<file path="src/rtl/weight_stream_ctrl.sv">
// weight_stream_ctrl: sequences a fixed-latency weight ROM into a backpressured valid/ready stream
module weight_stream_ctrl #(
  parameter int DATA_WIDTH   = 16,
  parameter int DEPTH        = 32,
  parameter int ADDR_WIDTH   = $clog2(DEPTH+1),
  parameter int READ_LATENCY = 2,
  parameter int FIFO_DEPTH   = 4,
  parameter int REPEAT_WIDTH = 8
) (
  input  logic                    clk,
  input  logic                    rst,
  input  logic                    start,
  input  logic [REPEAT_WIDTH-1:0] num_repeats,
  output logic                    busy,
  output logic                    done,
  output logic [ADDR_WIDTH-1:0]   rom_addr,
  input  logic [DATA_WIDTH-1:0]   rom_q,
  output logic [DATA_WIDTH-1:0]   data_out,
  output logic                    data_out_valid,
  input  logic                    data_out_ready
);
  localparam int PW = $clog2(FIFO_DEPTH);
  localparam int CW = $clog2(FIFO_DEPTH+1);
  typedef enum logic [1:0] {IDLE, RUN, DRAIN} state_t;
  state_t                  state_q, state_d;
  logic                    done_q, done_d;
  logic [ADDR_WIDTH-1:0]   rom_addr_q, rom_addr_d;
  logic [REPEAT_WIDTH-1:0] rep_cnt_q, rep_cnt_d, rep_n_q, rep_n_d;
  logic [READ_LATENCY-1:0] flight_q, flight_d;
  logic [DATA_WIDTH-1:0]   mem_q [FIFO_DEPTH];
  logic [DATA_WIDTH-1:0]   mem_d [FIFO_DEPTH];
  logic [PW-1:0]           wr_q, wr_d, rd_q, rd_d;
  logic [CW-1:0]           cnt_q, cnt_d;
  logic                    issue, wrap, push, pop;
  assign busy           = state_q != IDLE;
  assign done           = done_q;
  assign rom_addr       = rom_addr_q;
  assign data_out       = mem_q[rd_q];
  assign data_out_valid = cnt_q != '0;
  // Controller: issue reads while credits remain (in-flight reads plus buffered words never exceed the buffer), track passes
  always_comb begin
    state_d    = state_q;
    done_d     = 1'b0;
    rom_addr_d = rom_addr_q;
    rep_cnt_d  = rep_cnt_q;
    rep_n_d    = rep_n_q;
    issue      = state_q == RUN && 32'($countones(flight_q)) + 32'(cnt_q) < 32'(FIFO_DEPTH);
    wrap       = rom_addr_q == ADDR_WIDTH'(DEPTH-1);
    if (state_q == IDLE && start) begin
      done_d = num_repeats == '0;
      if (num_repeats != '0) begin
        state_d    = RUN;
        rep_n_d    = num_repeats;
        rep_cnt_d  = '0;
        rom_addr_d = '0;
      end
    end
    if (issue) begin
      rom_addr_d = wrap ? '0 : rom_addr_q + 1'b1;
      rep_cnt_d  = wrap ? rep_cnt_q + 1'b1 : rep_cnt_q;
      state_d    = wrap && REPEAT_WIDTH'(rep_cnt_q + 1'b1) == rep_n_q ? DRAIN : state_d;
    end
    if (state_q == DRAIN && flight_q == '0 && cnt_q == '0) begin
      state_d = IDLE;
      done_d  = 1'b1;
    end
  end
  // Read pipeline tracker and show-ahead output buffer; the flag leaving the tracker marks rom_q valid
  always_comb begin
    push     = flight_q[READ_LATENCY-1];
    pop      = data_out_valid && data_out_ready;
    flight_d = READ_LATENCY'({flight_q, issue});
    mem_d    = mem_q;
    if (push) mem_d[wr_q] = rom_q;
    wr_d  = push ? (wr_q == PW'(FIFO_DEPTH-1) ? '0 : wr_q + 1'b1) : wr_q;
    rd_d  = pop ? (rd_q == PW'(FIFO_DEPTH-1) ? '0 : rd_q + 1'b1) : rd_q;
    cnt_d = cnt_q + CW'(push) - CW'(pop);
  end
  // State registers; reset discards in-flight reads and buffered words
  always_ff @(posedge clk) begin
    if (rst) begin
      state_q    <= IDLE;
      done_q     <= 1'b0;
      rom_addr_q <= '0;
      rep_cnt_q  <= '0;
      rep_n_q    <= '0;
      flight_q   <= '0;
      mem_q      <= '{default: '0};
      wr_q       <= '0;
      rd_q       <= '0;
      cnt_q      <= '0;
    end else begin
      state_q    <= state_d;
      done_q     <= done_d;
      rom_addr_q <= rom_addr_d;
      rep_cnt_q  <= rep_cnt_d;
      rep_n_q    <= rep_n_d;
      flight_q   <= flight_d;
      mem_q      <= mem_d;
      wr_q       <= wr_d;
      rd_q       <= rd_d;
      cnt_q      <= cnt_d;
    end
  end
endmodule
</file>
<file path="config.mk">
export PLATFORM = sky130hd
export DESIGN_NAME = weight_stream_ctrl
export DESIGN_NICKNAME = d
export VERILOG_FILES = /design/src/rtl/weight_stream_ctrl.sv
export SDC_FILE = /design/constraint.sdc
export NUM_CORES = 1
export LEC_CHECK = 0
export CORE_MARGIN = 2
export CORE_UTILIZATION = 60
export CTS_BUF_LIST = sky130_fd_sc_hd__clkbuf_8
export DETAILED_ROUTE_END_ITERATION = 8
export HOLD_SLACK_MARGIN = 0.12
export PLACE_DENSITY_LB_ADDON = 0.1
export SYNTH_ARGS = -nofsm -noshare
export SYNTH_HDL_FRONTEND = slang
export SYNTH_SLANG_ARGS = --single-unit
</file>
<file path="constraint.sdc">
create_clock -name clk -period 6.1 [get_ports clk]
set_clock_uncertainty 0.15 [all_clocks]
set_input_delay 1.22 -clock clk [delete_from_list [all_inputs] [get_ports clk]]
set_output_delay 1.22 -clock clk [all_outputs]
set_load 0.05 [all_outputs]
</file>
### After elaboration in Yosys (flattened, before gate mapping)

Cells that the tools add are included.
W data, S select, Z words.

| cells by class | value |
|---|---|
| add/subtract/negate cells | 8 |
| $lt $le $gt $ge | 4 |
| equal/unequal tests | 7 |
| multiplexer cells | 22 |
| bitwise logic cells | 2 |
| reduce and logical (&&, ||, !) cells | 20 |

Operators by type and width:

| operator | count |
|---|---|
| $bwmux W64 | 1 |
| $mux W16 | 3 |
| $bmux W16 S2 | 1 |
| $demux W16 S2 | 1 |
| $mux W8 | 4 |
| $mux W6 | 4 |
| $mux W2 | 6 |
| $add A8 B1 Y8 const B | 1 |
| $eq A8 B8 Y1 | 1 |
| $logic_not A8 Y1 | 1 |
| $reduce_bool A8 Y1 | 1 |
| $logic_and A1 B1 Y1 | 7 |
| $add A6 B1 Y6 const B | 1 |
| $eq A2 B2 Y1 const B | 3 |
| $eq A6 B5 Y1 const B | 1 |
| $ge A3 B3 Y1 const B | 2 |
| $not A2 Y3 | 2 |
| $reduce_bool A2 Y1 | 3 |
| $add A2 B1 Y2 const B | 2 |
| $add A2 B3 Y4 | 1 |
| $logic_not A2 Y1 | 2 |
| $lt A4 B3 Y1 const B | 1 |
| $reduce_and A2 Y1 | 2 |
| $add A3 B1 Y3 | 1 |
| other kinds (10) | 11 |

| word-level totals | value |
|---|---|
| bits in registers | 98 |
| input bits | 28 |
| word-level logic and storage cells | 76 |

### Longest topological paths before layout

Gate-level depths: netlist of run 1.

| logic depth | value |
|---|---|
| depth in word-level cells | 6 |
| depth in mapped cells | 9 |
| depth with buffers taken out | 9 |

### Worst setup path after synthesis of run 1

Ideal clock, no wire load.

| timing | value |
|---|---|
| kind | register to output |
| from | register rd_q[0] |
| to | output port data_out[10] |
| arrival time | 1.562 ns |
| slack | 3.168 ns |
| stages on the path, launching flop included | 4 |
| buffers on the path | 2 |
| cells stage by stage | dfxtp_1 -> buf_2 -> buf_2 -> mux4_2 |

| between the ends | value |
|---|---|
| longest elaborated chain between the ends | 4 |

Ends and longest elaborated chain:

| item | line | text |
|---|---|---|
| start: declaration | 32 | `logic [PW-1:0] wr_q, wr_d, rd_q, rd_d;` |
| start signal: assignment | 101 | `rd_q <= rd_d;` |
| $not A2 Y3 (not written as such) | 38 | `assign data_out = mem_q[rd_q];` |
| $bmux W16 S2 | 38 |  |
| $mux W16 (not written as such) (2 in a row) | 38 |  |
| end: declaration | 18 | `output logic [DATA_WIDTH-1:0] data_out,` |

Every way passes these cells. The select of a mux whose other input is x is not followed.

### Worst setup path after layout of run 1

| timing | value |
|---|---|
| from | register rd_q[0] |
| to | output port data_out[6] |

The elaborated chain is that of the path after synthesis.

==> results of run 1 <==
## report_power, final
group,switching [W],internal [W],total [W],leakage [nW]
logic,0.000163,0.000119,0.000282,0.820
clock network,0.000234,0.000164,0.000398,0.0883
registers,0.0000298,0.000662,0.000692,0.793
total,0.000426,0.000945,0.00137,1.70
## routing by layer
metal	global-route usage	part of all wire	up-vias
li1	-	-	1898
met2	0.440	0.51	115
met3	0.0495	0.046	17
met5	0	0	-
met4	0.0833	0.015	0
met1	0.314	0.43	1792
## worst reg2reg max path, delay by kind of cell (launching register included)
| kind | cells | cell delay, ps |
|---|---|---|
| simple gates | 1 | 880 |
| flops | 1 | 360 |
| compound gates | 3 | 980 |
## final cells by class
| cell class | count | area, um^2 |
|---|---|---|
| clock inverters | 6 | 50.0 |
| fillers | 569 | 2060 |
| repair buffers | 54 | 531 |
| multi-input cells | 392 | 2310 |
| inverters | 10 | 37.5 |
| clock buffers | 10 | 138 |
| well taps | 99 | 124 |
| flip-flops and latches | 98 | 1960 |
## path summary, 6_finish.rpt
kind,from,endpoint,slack (ps),depth (start not counted)
setup / recovery,rd_q[0],data_out[6],2220,3
hold / removal,mem_q[45],mem_q[45],310,2
setup reg to reg,state_q[1],rom_addr[5],3580,4
hold reg to reg,mem_q[45],mem_q[45],310,2
## through the flow
| step | hold slack, ps | utilization | std cells | worst slack [ps] |
|---|---|---|---|---|
| 6_report | 309 | 0.715 | 669 | 2220 |
| 5_1_grt | 333 | 0.715 | 669 | 2110 |
| 4_1_cts | 310 | 0.715 | 669 | 2180 |
| 3_5_place_dp | 295 | 0.689 | 653 | 2330 |
| 3_3_place_gp | 289 | 0.689 | 653 | 2410 |
| 2_1_floorplan | 283 | - | 532 | 3170 |
## kinds of logic after synthesis
logic type | after synthesis
simple gates | 234
flops | 98
buf+inv | 42
compound gates | 119
fa+ha+maj | 12
mux | 19
xor+xnor | 8
## flip-flops by register name (all words and copies together) (netlist names)
register	count
wr_q	2
rep_n_q	8
rep_cnt_q	8
rd_q	2
mem_q	64
flight_q	2
cnt_q	3
rom_addr	6
done	1
state_q	2
## cell usage in the layout (no fill, tap or decap), drive strengths merged, types with 8 or more instances in the layout
cell and n:
a21oi 88, clkbuf 10, clkdlybuf4s50 51, dfxtp 98, ha 11, inv 12
mux4 16, nand2 158, nand3 12, nor2 16, nor3 9, o21ai 8
==> qor.csv, run 1 <==
stage;metric;value;unit
route;post-route antenna net violation count;0;
clock_tree;Clock Tree Root;clkbuf_8;
die;Initial Utilization;0.616;
die;Core Region;7210;um^2
pwr;Tot Pwr;0.00137;W
clock_tree;CTS tree;built;
route;via count;3822;
yosys;Post-synth top cells;nand2_1, dfxtp_1, a21oi_1, clkbuf_1;
global_route;GRT overflow;0;
clock_tree;clk slew on worst S/H paths;90;ps
clock_tree;CTS Buffer Depth;2;
die;die span in x;90.1;um
timing;part of the cycle the worst path needs;0.637;
die;die height;90.1;um
yosys;Seq cells post-synth;98;
yosys;largest family of logic cells by synthesized area;simple AND/OR/NAND/NOR gates;
yosys;mux cell area share after synthesis;0.0878;
worst_setup_path;element type at the critical path start;register;
yosys;Synth Net Count;572;
yosys;mapped cell area;4440;um^2
placed_design;DP HPWL;6520;um
yosys;Syn Area/Cell;8.35;um^2
pwr;Worst VDD drop;233;uV
timing;unrepaired setup endpoints after global routing;false;
min_path;Hold Crit Class;register to register;
clock_tree;TritonCTS Buffers;9;
timing;Slew Limit Fails;0;
yosys;post-synthesis xor/xnor area fraction;0.0158;
yosys;count leader, synth;nand2_1;
run_status;status;finished, final reports clean;
global_route;first-pass GRT wire length;16800;um
yosys;Synth Area in Compound Gates;0.151;
route;DR iter-0 viols;275;
route;Pre-antenna DRT Iters;5;
placed_design;dpl cell area;4970;um^2
yosys;Ys Warns;0;
yosys;Post-synth EDFFs;0;
clock_tree;CTS H-Tree Depth;3;
placed_design;Port-buffer cells;52;
global_route;global-route usage over all layers;0.252;
route;DRC;0;
clock_tree;# Post-CTS Setup Buffers;0;
yosys;Synth top area share;0.441;
cells_and_area;Antenna Cells;0;
clock_tree;Skew-Pair Late Insertion Delay;360;ps
cells_and_area;share of layout cells above drive strength 1;0.0737;
worst_setup_path;cells along the critical path;buf_4 -> mux4_2 -> clkdlybuf4s50_1;
yosys;synth unique cells;49;
pwr;leak pwr;1.70;nW
worst_setup_path;CP Buf/Inv Count;2;
timing;slew margin rel.;0.288;
worst_setup_path;CP Class;register to primary output;
timing;final hold viol count;0;
yosys;Seq/Total Area, Yosys;0.441;
yosys;Yosys top cell by area;dfxtp_1;
timing;Slew @ Worst Pin;1070;ps
yosys;post-synthesis simple-gate area fraction;0.231;
yosys;main flop type after synthesis;dfxtp_1;
cells_and_area;Nets;605;
yosys;Synth async-reset ratio;0;
worst_setup_path;Worst Path Max Fanout;16;
cells_and_area;Layout area overhead;16.0;%
global_route;vias in the first global route;3650;
route;WL final;9950;um
run;max-cap violations;0;
worst_setup_path;slowest stage delay, CP;710;ps
worst_setup_path;CP Capture Type;primary output;
worst_setup_path;Worst Path Arrival;2510;ps
clock_tree;post_cts resized;0;
global_route;largest net degree at the start of global routing;85;
die;row cnt;31;
worst_setup_path;Worst EP required;4730;ps
timing;Setup-failing EPs final;0;
yosys;Synth area leaders;dfxtp_1, nand2_1, a21oi_1, mux4_2, ha_1;
pwr;pwr/cell area;266;nW/um^2
cells_and_area;cell area after layout;5150;um^2
clock_tree;CTS sink count;98;
yosys;synthesized-area fraction occupied by adder cells;0.0355;
worst_setup_path;CP delay by family, top;buffers and inverters;
route;Via density;5.71;
die;I/O pin total;53;
yosys;Mapped Cells;532;
die;total die area;8110;um^2
clock_tree;hold bufs inserted after CTS;0;
timing;setup tns final;0;ps
placed_design;routability cong.;0.922;
timing;fmax;0.258;GHz
global_route;initial antenna violation count;0;
route;drt wl/cell;14.9;um
worst_setup_path;slowest CP cell;clkdlybuf4s50_1;
timing;minimum clock period;3880;ps
Note: power is estimated with default switching activity, not from simulation.
==> inputs of run 2 (changes only) <==
Settings changed: CORE_UTILIZATION 60 to 58.
Clock period 6.1 ns to 3.8 ns, I/O delays scaled along.
==> run 2 against run 1 <==
Effect of this change:
- total power rose by 67%
- critical path depth did not move
- die area rose by 3.3%
- highest routed layer unchanged
- via count rose by 1.8%
- non-clock buffer count rose by 3
- utilization fell by 0.35 points
- global-route usage rose by 1.0 points
==> qor.csv, run 2 (synthesis results as in run 1) <==
stage;metric;value;unit;change
run_status;status;finished, final reports clean;;unchanged
clock_tree;Skew-Pair Late Insertion Delay;370;ps;was 360 ps
cells_and_area;final instance count without filler cells;672;;was 669
route;DRC;0;;unchanged
cells_and_area;Nets;608;;was 605
route;post-route antenna net violation count;0;;unchanged
timing;slew margin rel.;0.517;;was 0.288
clock_tree;CTS H-Tree Depth;3;;unchanged
cells_and_area;Antenna Cells;0;;unchanged
worst_setup_path;Worst Path Arrival;2370;ps;was 2510 ps
cells_and_area;Fillers;567;;was 569
global_route;global-route usage over all layers;0.262;;was 0.252
route;drt wl/cell;15.7;um;was 14.9 um
die;Initial Utilization;0.606;;was 0.616
clock_tree;hold bufs inserted after CTS;0;;unchanged
clock_tree;TritonCTS Buffers;9;;unchanged
clock_tree;Clock Tree Root;clkbuf_8;;unchanged
cells_and_area;Layout area overhead;17.3;%;was 16.0%
min_path;Hold Crit Class;register to register;;unchanged
timing;Setup-failing EPs final;0;;unchanged
cells_and_area;share of layout cells above drive strength 1;0.0785;;was 0.0737
route;via count;3891;;was 3822
timing;minimum clock period;3280;ps;
global_route;GRT overflow;0;;unchanged
global_route;first-pass GRT wire length;17800;um;was 16800 um
clock_tree;CTS sink count;98;;unchanged
worst_setup_path;Setup crit start;rd_q[0];;unchanged
route;DR iter-0 viols;230;;was 275
global_route;GR Util met1;0.325;;was 0.314
worst_setup_path;Worst EP required;2890;ps;was 4730 ps
cells_and_area;Biggest register;mem_q;;unchanged
die;total die area;8380;um^2;was 8110 um^2
timing;setup tns final;0;ps;unchanged
timing;final hold viol count;0;;unchanged
cells_and_area;max reg flops;64;;unchanged
pwr;pwr/cell area;439;nW/um^2;was 266 nW/um^2
clock_tree;CTS tree;built;;unchanged
route;Pre-antenna DRT Iters;5;;unchanged
die;Core Region;7330;um^2;was 7210 um^2
worst_setup_path;element type at the critical path start;register;;unchanged
clock_tree;post_cts resized;0;;unchanged
placed_design;Port-buffer cells;52;;unchanged
global_route;largest net degree at the start of global routing;80;;was 85
timing;part of the cycle the worst path needs;0.862;;
global_route;vias in the first global route;3786;;was 3650
die;die height;91.5;um;was 90.1 um
clock_tree;# Post-CTS Setup Buffers;0;;unchanged
die;I/O pin total;53;;unchanged
min_path;hold path start;mem_q[51];;was mem_q[45]
timing;unrepaired setup endpoints after global routing;false;;unchanged
timing;fmax;0.305;GHz;
timing;Slew Limit Fails;0;;unchanged
placed_design;routability cong.;0.835;;was 0.922
cells_and_area;fin util;0.711;;was 0.715
die;die span in x;91.5;um;was 90.1 um
clock_tree;clk slew on worst S/H paths;100;ps;was 90 ps
worst_setup_path;FF-to-FF Start;cnt_q[1];;was state_q[1]
min_path;hold path cells;2;;unchanged
pwr;leak pwr;1.74;nW;was 1.70 nW
cells_and_area;biggest regs;mem_q: 64 flops, rep_cnt_q: 8 flops, rep_n_q: 8 flops;;unchanged
worst_setup_path;CP Class;register to primary output;;unchanged
route;Via density;5.79;;was 5.71
global_route;met2 GRT Util;0.463;;was 0.440
global_route;initial antenna violation count;0;;unchanged
cells_and_area;most frequent cells in the layout;nand2_1, dfxtp_1, a21oi_1, clkdlybuf4s50_1;;unchanged
run;max-cap violations;0;;unchanged
worst_setup_path;worst r2r path cells;8;;was 4
global_route;GR peak layer;met2;;unchanged
placed_design;DP HPWL;7090;um;was 6520 um
global_route;GR Util met3;0.0473;;was 0.0495
die;row cnt;31;;unchanged
cells_and_area;commonest non-fill, non-tap cell in the layout;nand2_1;;unchanged
pwr;Worst VDD drop;352;uV;was 233 uV
placed_design;dpl cells;656;;was 653
route;WL final;10500;um;was 9950 um
worst_setup_path;CP Capture Type;primary output;;unchanged
worst_setup_path;Worst Path Max Fanout;16;;unchanged
timing;Slew @ Worst Pin;724;ps;was 1070 ps
clock_tree;CTS Buffer Depth;2;;unchanged
## run 2: cell types whose count changed in the layout (fill, tap and decap cells not counted), sizes merged
cell,previous run,this run
clkinvlp,3,1
bufinv,0,1
clkbuf,10,9
buf,3,6
clkinv,1,3
## run 2: worst paths after layout
check                               endpoint  slack, ps
worst max register to register      cnt_q[1]       1430
worst min-delay path               mem_q[51]        310
worst min register to register     mem_q[51]        310
worst max-delay path            data_out[13]        520
## run 2: routing by layer
layer,part of all wire,routed length (um)
met1,0.42,4440
met2,0.51,5410
met5,0,0
met3,0.055,577
met4,0.011,116
## run 2: power breakdown
part           leakage, nW  internal, W  switching, W  total [W]
Combinational        0.840     0.000197      0.000281   0.000478
Sequential           0.793      0.00106     0.0000331    0.00110
Clock                0.103     0.000317      0.000396   0.000713
## run 2: cell type report
class	instances	area, um^2	area share
clock inverters	7	86.3	0.0166
well taps	99	124	0.0238
multi-input cells	392	2310	0.444
inverters	10	37.5	0.00720
clock buffers	9	124	0.0238
repair buffers	57	566	0.108
flip-flops and latches	98	1960	0.376
## run 2: per-stage QoR
stage          worst slack (ps)  hold WS [ps]  power (W)  cell area, um^2
2_1_floorplan              1310           283    0.00146             4440
3_3_place_gp                906           289    0.00158             5000
3_5_place_dp                837           298    0.00160             5000
4_1_cts                     500           312    0.00230             5210
5_1_grt                     416           333    0.00240             5210
6_report                    524           313    0.00229             5210
## run 2: worst max-delay path, cell delays in order, from the launching register on
cell	delay (ps)
dfxtp_1	390
buf_4	330
mux4_2	560
clkdlybuf4s50_1	710
==> inputs of run 3 (changes only) <==
Settings changed: CORE_UTILIZATION 58 to 54.
==> run 3 against run 2 <==
Effect of this change:
- die area up 7.1%
- hold slack worse by 3.7 ps
- combinational power decreased by 2%
- sequential power about the same
- critical path depth unchanged
- maximum frequency decreased by 3.2%
- via count down 1.9%
- clock-buffer cell count increased by 1
- total power is 4.4% higher
- setup slack worse by 110 ps
- wire length fell by 3.0%
- largest power group unchanged
==> qor.csv, run 3 (synthesis results as in run 1) <==
stage;metric;value;unit;change
route;DR iter-0 viols;213;;was 230
die;total die area;8970;um^2;was 8380 um^2
route;drt wl/cell;15.1;um;was 15.7 um
timing;Slew @ Worst Pin;734;ps;was 724 ps
route;routed length on met2;4990;um;was 5410 um
worst_setup_path;CP Class;register to primary output;;unchanged
timing;fmax;0.295;GHz;was 0.305 GHz
cells_and_area;share of layout cells above drive strength 1;0.0784;;was 0.0785
timing;setup tns final;0;ps;unchanged
pwr;sw frac;0.282;;was 0.311
clock_tree;CTS Buffer Depth;2;;unchanged
timing;final hold viol count;0;;unchanged
clock_tree;CTS tree;built;;unchanged
pwr;Worst VDD drop;297;uV;was 352 uV
global_route;global-route usage over all layers;0.244;;was 0.262
cells_and_area;Antenna Cells;0;;unchanged
cells_and_area;most frequent cells in the layout;nand2_1, dfxtp_1, a21oi_1, clkdlybuf4s50_1;;unchanged
clock_tree;post_cts resized;0;;unchanged
global_route;initial antenna violation count;0;;unchanged
cells_and_area;max reg flops;64;;unchanged
pwr;pwr/cell area;454;nW/um^2;was 439 nW/um^2
timing;Setup-failing EPs final;0;;unchanged
clock_tree;hold bufs inserted after CTS;0;;unchanged
clock_tree;TritonCTS Buffers;9;;unchanged
global_route;first-pass GRT wire length;17300;um;was 17800 um
cells_and_area;Nets;609;;was 608
clock_tree;CTS H-Tree Depth;3;;unchanged
timing;part of the cycle the worst path needs;0.891;;was 0.862
placed_design;Port-buffer cells;52;;unchanged
worst_setup_path;element type at the critical path start;register;;unchanged
min_path;Hold Crit Class;register to register;;unchanged
cells_and_area;biggest regs;mem_q: 64 flops, rep_cnt_q: 8 flops, rep_n_q: 8 flops;;unchanged
timing;minimum clock period;3390;ps;was 3280 ps
run_status;status;finished, final reports clean;;unchanged
die;Core Region;8090;um^2;was 7330 um^2
worst_setup_path;Worst Path Max Fanout;14;;was 16
clock_tree;clk slew on worst S/H paths;100;ps;about the same
die;Initial Utilization;0.549;;was 0.606
cells_and_area;Fillers;706;;was 567
global_route;largest net degree at the start of global routing;41;;was 80
clock_tree;# Post-CTS Setup Buffers;0;;unchanged
worst_setup_path;CP Capture Type;primary output;;unchanged
cells_and_area;Layout area overhead;18.2;%;was 17.3%
die;die span in x;94.7;um;was 91.5 um
route;Via density;5.62;;was 5.79
route;DRC;0;;unchanged
route;wire length on met1;4590;um;was 4440 um
route;WL final;10200;um;was 10500 um
cells_and_area;Biggest register;mem_q;;unchanged
pwr;leak pwr;1.76;nW;was 1.74 nW
global_route;vias in the first global route;3666;;was 3786
pwr;Int Pwr;0.00171;W;was 0.00158 W
timing;Slew Limit Fails;0;;unchanged
route;Top Metal Used;met4;;unchanged
cells_and_area;commonest non-fill, non-tap cell in the layout;nand2_1;;unchanged
worst_setup_path;Worst EP required;2890;ps;about the same
route;Pre-antenna DRT Iters;6;;was 5
placed_design;dpl cell area;5000;um^2;about the same
placed_design;routability cong.;0.879;;was 0.835
clock_tree;Clock Tree Root;clkbuf_8;;unchanged
placed_design;DP HPWL;6830;um;was 7090 um
pwr;Seq pwr share;0.461;;was 0.479
clock_tree;CTS sink count;98;;unchanged
pwr;Logic pwr share;0.196;;was 0.209
global_route;GRT overflow;0;;unchanged
run;max-cap violations;0;;unchanged
cells_and_area;cell area after layout;5250;um^2;was 5210 um^2
worst_setup_path;Worst Path Arrival;2480;ps;was 2370 ps
route;wire length on met3;522;um;was 577 um
route;via count;3817;;was 3891
timing;unrepaired setup endpoints after global routing;false;;unchanged
clock_tree;Skew-Pair Late Insertion Delay;350;ps;was 370 ps
die;die height;94.7;um;was 91.5 um
pwr;Clock Power Share;0.343;;was 0.312
die;row cnt;33;;was 31
die;I/O pin total;53;;unchanged
timing;slew margin rel.;0.510;;was 0.517
route;post-route antenna net violation count;0;;unchanged
pwr;switching power;0.000672;W;was 0.000710 W
-- run 3: cell count changes in the layout (fill, tap and decap cells not counted), sizes merged --
cell and delta:
buf +1, bufinv +2, clkbuf +1, clkinv -3, clkinvlp -1, inv +1
-- run 3: cell type report --
cell class | instances | area (um^2) | area share
multi-input combinational | 392 | 2310 | 0.440
sequential | 98 | 1960 | 0.373
timing repair buffer | 58 | 561 | 0.107
clock buffer | 10 | 138 | 0.0262
tap | 105 | 131 | 0.0250
clock inverter | 6 | 111 | 0.0212
inverter | 10 | 37.5 | 0.00714
-- run 3: critical path, stage by stage (launching register included) --
cell and delay (ps):
dfxtp_1 490, buf_4 350, mux4_2 550, clkdlybuf4s50_1 720
-- run 3: per-layer routing --
metal,vias up,GRT usage
li1,1911,-
met4,0,0.0749
met1,1782,0.314
met5,-,0
met2,114,0.418
met3,10,0.0439
-- run 3: worst paths after layout --
| check | start | to | slack [ps] | cells past startpoint |
|---|---|---|---|---|
| max | rd_q[0] | data_out[14] | 410 | 3 |
| min | mem_q[45] | mem_q[45] | 310 | 2 |
| max reg2reg | cnt_q[1] | cnt_q[2] | 1440 | 9 |
| min reg2reg | mem_q[45] | mem_q[45] | 310 | 2 |
-- run 3: power by group through the flow --
| stage | combinational (W) | sequential (W) | clock (W) |
|---|---|---|---|
| global placement | 0.000460 | 0.00112 | 0 |
| CTS | 0.000473 | 0.00110 | 0.000828 |
| finish | 0.000469 | 0.00110 | 0.000818 |
| global route | 0.000517 | 0.00111 | 0.000878 |
| floorplan | 0.000341 | 0.00111 | 0 |
| detailed placement | 0.000469 | 0.00112 | 0 |
-- run 3: through the flow --
stage,utilization,instances,hold slack [ps],worst slack (ps),total power (W)
4_1_cts,0.649,679,309,398,0.00240
6_report,0.649,679,309,415,0.00239
3_3_place_gp,0.618,663,288,856,0.00158
5_1_grt,0.649,679,326,266,0.00250
2_1_floorplan,-,532,283,1310,0.00146
3_5_place_dp,0.618,663,297,794,0.00159
